### config.mk
export PLATFORM = sky130hd
export DESIGN_NAME = rf_wb_arbiter
export DESIGN_NICKNAME = d
export VERILOG_FILES = /design/src/rtl/rf_wb_arbiter.sv
export SDC_FILE = /design/constraint.sdc
export NUM_CORES = 1
export LEC_CHECK = 0
export ABC_CLOCK_PERIOD_IN_PS = 3290
export CORE_MARGIN = 3
export CORE_UTILIZATION = 45
export DETAILED_ROUTE_END_ITERATION = 6
export GPL_TIMING_DRIVEN = 0
export PLACE_DENSITY = 0.84
export SLEW_MARGIN = 10
export SYNTH_ARGS = -nofsm -noshare
export SYNTH_HDL_FRONTEND = slang
export SYNTH_SLANG_ARGS = --single-unit
### constraint.sdc
create_clock -name clk -period 3.29 [get_ports clk]
set_input_delay 0.658 -clock clk [delete_from_list [all_inputs] [get_ports clk]]
set_output_delay 0.658 -clock clk [all_outputs]
set_load 0.03 [all_outputs]
### src/rtl/rf_wb_arbiter.sv
// rf_wb_arbiter: shares the register-file write port between two writeback
// requesters with round-robin priority and a registered write stage.
module rf_wb_arbiter #(
  parameter int N_REQ        = 2,
  parameter int ZERO_PROTECT = 1,
  parameter int CNT_W        = 16
) (
  input  logic             clk,
  input  logic             rst_n,
  input  logic             req0_valid,
  input  logic [4:0]       req0_addr,
  input  logic [31:0]      req0_data,
  output logic             req0_ready,
  input  logic             req1_valid,
  input  logic [4:0]       req1_addr,
  input  logic [31:0]      req1_data,
  output logic             req1_ready,
  output logic             RegWrite,
  output logic [4:0]       Rd_Addr,
  output logic [31:0]      Rd_Data,
  output logic             last_grant,
  output logic [CNT_W-1:0] commit_cnt,
  input  logic             cnt_clr
);

  // PRI0 means requester 0 wins a tie, PRI1 means requester 1 wins a tie.
  typedef enum logic {
    PRI0 = 1'b0,
    PRI1 = 1'b1
  } pri_e;

  pri_e             state_q;
  pri_e             state_d;
  logic [N_REQ-1:0] grant;
  logic             handshake;
  logic [4:0]       sel_addr;
  logic [31:0]      sel_data;
  logic             write_next;

  // Priority register; reset to PRI0 so requester 0 is served first.
  always_ff @(posedge clk or negedge rst_n) begin
    if (!rst_n) begin
      state_q <= PRI0;
    end else begin
      state_q <= state_d;
    end
  end

  // Grant selection and next priority: the requester just served drops to low priority.
  always_comb begin
    grant   = '0;
    state_d = state_q;
    case (state_q)
      PRI0: begin
        if (req0_valid) begin
          grant[0] = 1'b1;
        end else if (req1_valid) begin
          grant[1] = 1'b1;
        end
      end
      PRI1: begin
        if (req1_valid) begin
          grant[1] = 1'b1;
        end else if (req0_valid) begin
          grant[0] = 1'b1;
        end
      end
      default: begin
        grant = '0;
      end
    endcase
    if (grant[0]) begin
      state_d = PRI1;
    end else if (grant[1]) begin
      state_d = PRI0;
    end
  end

  // Ready is the grant itself, forced low while reset is held.
  assign req0_ready = grant[0] & rst_n;
  assign req1_ready = grant[1] & rst_n;

  // The last winner is implied by the priority state: PRI0 follows a grant to 1.
  assign last_grant = (state_q == PRI0);

  // Route the winner's payload towards the write stage.
  assign handshake  = |grant;
  assign sel_addr   = grant[1] ? req1_addr : req0_addr;
  assign sel_data   = grant[1] ? req1_data : req0_data;
  assign write_next = handshake && !((ZERO_PROTECT != 0) && (sel_addr == 5'd0));

  // Registered write stage: a handshake this cycle becomes a RF write next cycle.
  always_ff @(posedge clk or negedge rst_n) begin
    if (!rst_n) begin
      RegWrite <= 1'b0;
      Rd_Addr  <= 5'd0;
      Rd_Data  <= 32'd0;
    end else begin
      RegWrite <= write_next;
      if (handshake) begin
        Rd_Addr <= sel_addr;
        Rd_Data <= sel_data;
      end
    end
  end

  // Saturating commit counter; a clear overrides any increment in the same cycle.
  always_ff @(posedge clk or negedge rst_n) begin
    if (!rst_n) begin
      commit_cnt <= '0;
    end else if (cnt_clr) begin
      commit_cnt <= '0;
    end else if (RegWrite && (commit_cnt != '1)) begin
      commit_cnt <= commit_cnt + CNT_W'(1);
    end
  end

endmodule

Word level (Yosys, flattened, before mapping). Index checks and enable logic that the tools add are counted.

Memory bits (read-only): 0. Latch bits: 0. Memories: 0. Output and inout port bits: 57. RAM bits: 0. Register bits after elaboration: 55.

$mul: 0. Reduce and logical (&&, ||, !) cells: 7. Div/mod/pow operators: 0. Magnitude comparators: 0. Muxes and demuxes: 11. Bitwise operators: 3. Add/sub/neg operators: 1. Shift-type cells: 0. Equality and inequality tests: 1.

Operators with widths (count): two-way mux 16 bit (2); two-way mux 32 bit (1); adder 16 x 1 -> 16 bit, second input constant (1); inequality test 16 bit, second input constant (1); two-way mux 1 bit (6); zero test 5 bit (1); two-way mux 5 bit (1); one-hot mux 2 bit (2 select lines) (1); nonzero test 2 bit (2); bitwise AND 1 bit (2); logical AND 1 bit (2); OR reduction 2 bit (1); zero test 1 bit (1); NOT 1 bit (1).

Logic depth before layout (Yosys ltp).
Depth after elaboration: 7. Depth in mapped cells: 7. Depth with buffers taken out: 5.

Worst setup path before layout. No wires, ideal clock.

Path kind: input -> output. From: input req1_valid. To: output req1_ready. Required time: 2.632 ns. Arrival time: 1.780 ns. Path slack: 0.852 ns. Path buffers: 2. Stages on the path: 4. Path through: clkbuf_1 -> clkbuf_1 -> o21ai_0 -> nor2_1.

Longest elaborated chain between the ends: 4.

RTL lines: from (decl) (line 14) `input logic req1_valid,`; two-way mux 1 bit (*) (line 57, 62); two-way mux 1 bit (line 55) `if (req0_valid) begin`; one-hot mux 2 bit (2 select lines) (*) (line 53) `case (state_q)`; bitwise AND 1 bit (*) (line 81) `assign req1_ready = grant[1] & rst_n;`; to (decl) (line 17) `output logic req1_ready,`.

Mark *: on every way between the ends. The rest lies on a longest branch, timed or not.

Final worst setup path.
From: input req1_valid. To: output req0_ready.

Longest elaborated chain between the ends: 3.

RTL lines: two-way mux 1 bit (line 62) `if (req1_valid) begin`; one-hot mux 2 bit (2 select lines) (line 53); bitwise AND 1 bit (line 80) `assign req0_ready = grant[0] & rst_n;`; to (decl) (line 13) `output logic req0_ready,`.

Every way passes these cells.

==> results.md <==
- Min cycle time layout: 3.07 ns
- H-tree level count: 2
- DR vias/cell: between 5 and 6
- Remaining DRCs: 0
- Max FO, Critical Path: 10
- Routed len/inst: 16.9 µm
- DIE HEIGHT: approximately 87 µm
- Post-synthesis instance total: around 340
- Final ANT Viol Nets: 0
- VDD IR-drop max: between 200 and 250 µV
- ANT cells: 0
- Vias in the first global route: approximately 3200
- Outcome: finished, final reports clean
- Synth Cell Area: ~0.0030 mm²
- Filler Cell Count: roughly 500
- Synthesized area per cell: about 8.6 µm²
- Slew headroom: 0.601
- Via count: 3208
- Placed Area: 0.00440 mm²
- Final WL: ~9.5 mm
- Core Util, Final: 0.731
- Core area: just over 0.006 mm²
- GPL Wtd Cong: ~0.85
- Net Count, Synth: 423
- Post-synth cell types: 35
- Nets: between 500 and 600
- I/O pins: roughly 140
- Critical Path AT: 2.41 ns
- Pwr Density: 401 mW/mm²
- EDFF count, synth: 0
- Reg2Reg Depth: 4
- Critical Path Sink Type: output port
- Chip Width: just under 90 µm
- Clock buffer depth: 2
- Synth warn: 0
- Endpoints failing setup: 0
- Synth-to-layout area growth: 51.9%
- Final hold violations: 0
- Iter 0 DRT Violations: between 150 and 200
- Leak pwr: ~1.9 nW
- RR Startpoint: commit_cnt[11]$_DFFE_PN0P_
- Reg2Reg Setup Slack: roughly 1.5 ns
- Required time of the critical path: between 2 and 3 ns
- Port buffer count: between 100 and 150
- CTS tree: built
- Initial antenna violation count: 0
- CTS Buf Count: 5
- CTS root buf: clkbuf_8
- Share of layout cells above drive strength 1: 0.0556
- CTS sink count: between 50 and 60
- Clock transition at path regs: 0.10 ns
- Clock Skews: approximately 0.007 ns
- Overall Global Routing Usage: 0.248
- Seq/Total Area, Yosys: 0.466
- Crit path kind: input pin to output port
- Period Utilization, post-route: 0.933
- Largest net degree at the start of global routing: 32
- Max frequency: between 300 and 400 MHz
- First-pass GRT wire length: 15.1 mm
- FF+latch count, synth: 55
- Starting density of the core: 0.482
- Top_reg_cell synth: dfrtp_1
- Design area: 0.00448 mm²
- Actual slew at the worst max-slew pin: approximately 0.60 ns
- Gr ovfl total: 0
- R2r endpoint: commit_cnt[6]$_DFFE_PN0P_
- Clk_lat worst skew: 0.30 ns
- # rows: 28
- Worst Hold Class: input pin to asynchronous set/reset pin
- Pins over their slew limit: 0
- DR pass1 iterations: 7
- Post-DP HPWL: ~7.1 mm
- Die area: 0.00757 mm²
- Hold Buf Count CTS: 0
- RSZ-0062 raised after global routing: false
- Maxcap violations: 0
- Startpoint type of the worst setup path: input pin
- Async SR Flop Fraction: 1.00
[cell usage in the layout, fill, tap and decap left out, types with 4 or more instances in the layout]
master,count
nor2b_1,4
mux2i_1,6
clkbuf_1,18
or3_1,4
mux2_2,4
a31oi_1,32
o22ai_1,33
nand4_1,5
or4_1,4
o221a_2,5
nor2_1,44
nand2_1,11
o21ai_0,4
clkdlybuf4s50_1,131
dfrtp_1,55
inv_1,37
clkbuf_8,5
a21oi_1,42
buf_2,5
buf_1,4
[flip-flops by register name (all words and copies together), names as in the netlist]
name        flops
commit_cnt     16
Rd_Addr         5
state_q         1
RegWrite        1
Rd_Data        32
[final cells by class]
type,instances,area (µm²),area share
sequential,55,1380,0.307
clock inverter,1,5.00,0.00112
tap,75,93.8,0.0209
multi-input combinational,225,1340,0.298
timing repair buffer,135,1350,0.302
clock buffer,7,76.3,0.0170
buffer,26,105,0.0234
inverter,37,139,0.0310
[report_power, final]
| part | switching (W) | internal (W) |
|---|---|---|
| logic | 0.000351 | 0.000289 |
| registers | 0.0000446 | 0.000743 |
| clock network | 0.000222 | 0.000150 |
| total | 0.000618 | 0.00118 |
[Yosys cell counts (all sizes together), types with 4 or more instances]
master	number	share of area
or3	4	0.0085
o22ai	33	0.070
nand4	5	0.011
inv	37	0.047
nor2	44	0.056
dfrtp	55	0.47
nand2	11	0.014
o221a	5	0.019
mux2i	6	0.020
nor2b	4	0.0085
buf	8	0.012
a31oi	32	0.068
mux2	4	0.015
or4	4	0.010
o21ai	4	0.0068
a21oi	42	0.071
clkbuf	18	0.023
[through the flow]
stage	TNS, ns	total power (W)	worst slack, ns	cells	hold slack [ns]
floorplan	0	0.00112	0.852	343	0.362
global placement	-12.43	0.00143	-1.44	552	0.552
detailed placement	-0.412	0.00144	-0.360	553	0.575
CTS	0	0.00181	0.213	561	0.366
global route	0	0.00189	0.0403	561	0.385
finish	0	0.00180	0.221	561	0.342
[worst max-delay path by stage]
stage	from	end	slack [ns]	depth (start not counted)
final	req1_valid	req0_ready	0.22	7
after global placement	rst_n	req1_ready	-1.44	4
after detailed placement	req1_valid	req1_ready	-0.36	6
after floorplan	req1_valid	req1_ready	0.85	4
after global routing	req1_valid	req0_ready	0.04	7
after CTS	req1_valid	req0_ready	0.21	7
[metal layers]
metal | share of wire | wire length [µm] | GRT usage
met4 | 0.011 | 107 | 0.0680
met3 | 0.11 | 1040 | 0.0804
met1 | 0.40 | 3750 | 0.311
met2 | 0.48 | 4580 | 0.411
met5 | 0 | 0 | 0
[cells by family (layout without fill, tap and decap cells)]
logic type,Yosys count,count (layout),synth area share
AOI/OAI and AO/OA,127,127,0.272
xor gates and xnor gates,1,1,0.00297
adders and majority gates,1,1,0.00424
buffers and inverters,63,206,0.0818
DFF,55,55,0.466
muxes,10,10,0.0356
and+or+nand+nor,86,86,0.137
[worst max-delay path, cell delays in order]
cell	delay, ns
clkdlybuf4s50_1	0.51
nand2_1	0.17
nand2_1	0.14
buf_2	0.22
buf_2	0.27
nor2_1	0.08
dlygate4sd2_1	0.36
[timing repair]
action                                  CTS  global route
resized for setup                         4             0
endpoints found under the setup margin    2             0
buffers inserted                          0             0
hold endpoints to repair                  0             0
Note: power is estimated with default switching activity, not from simulation.
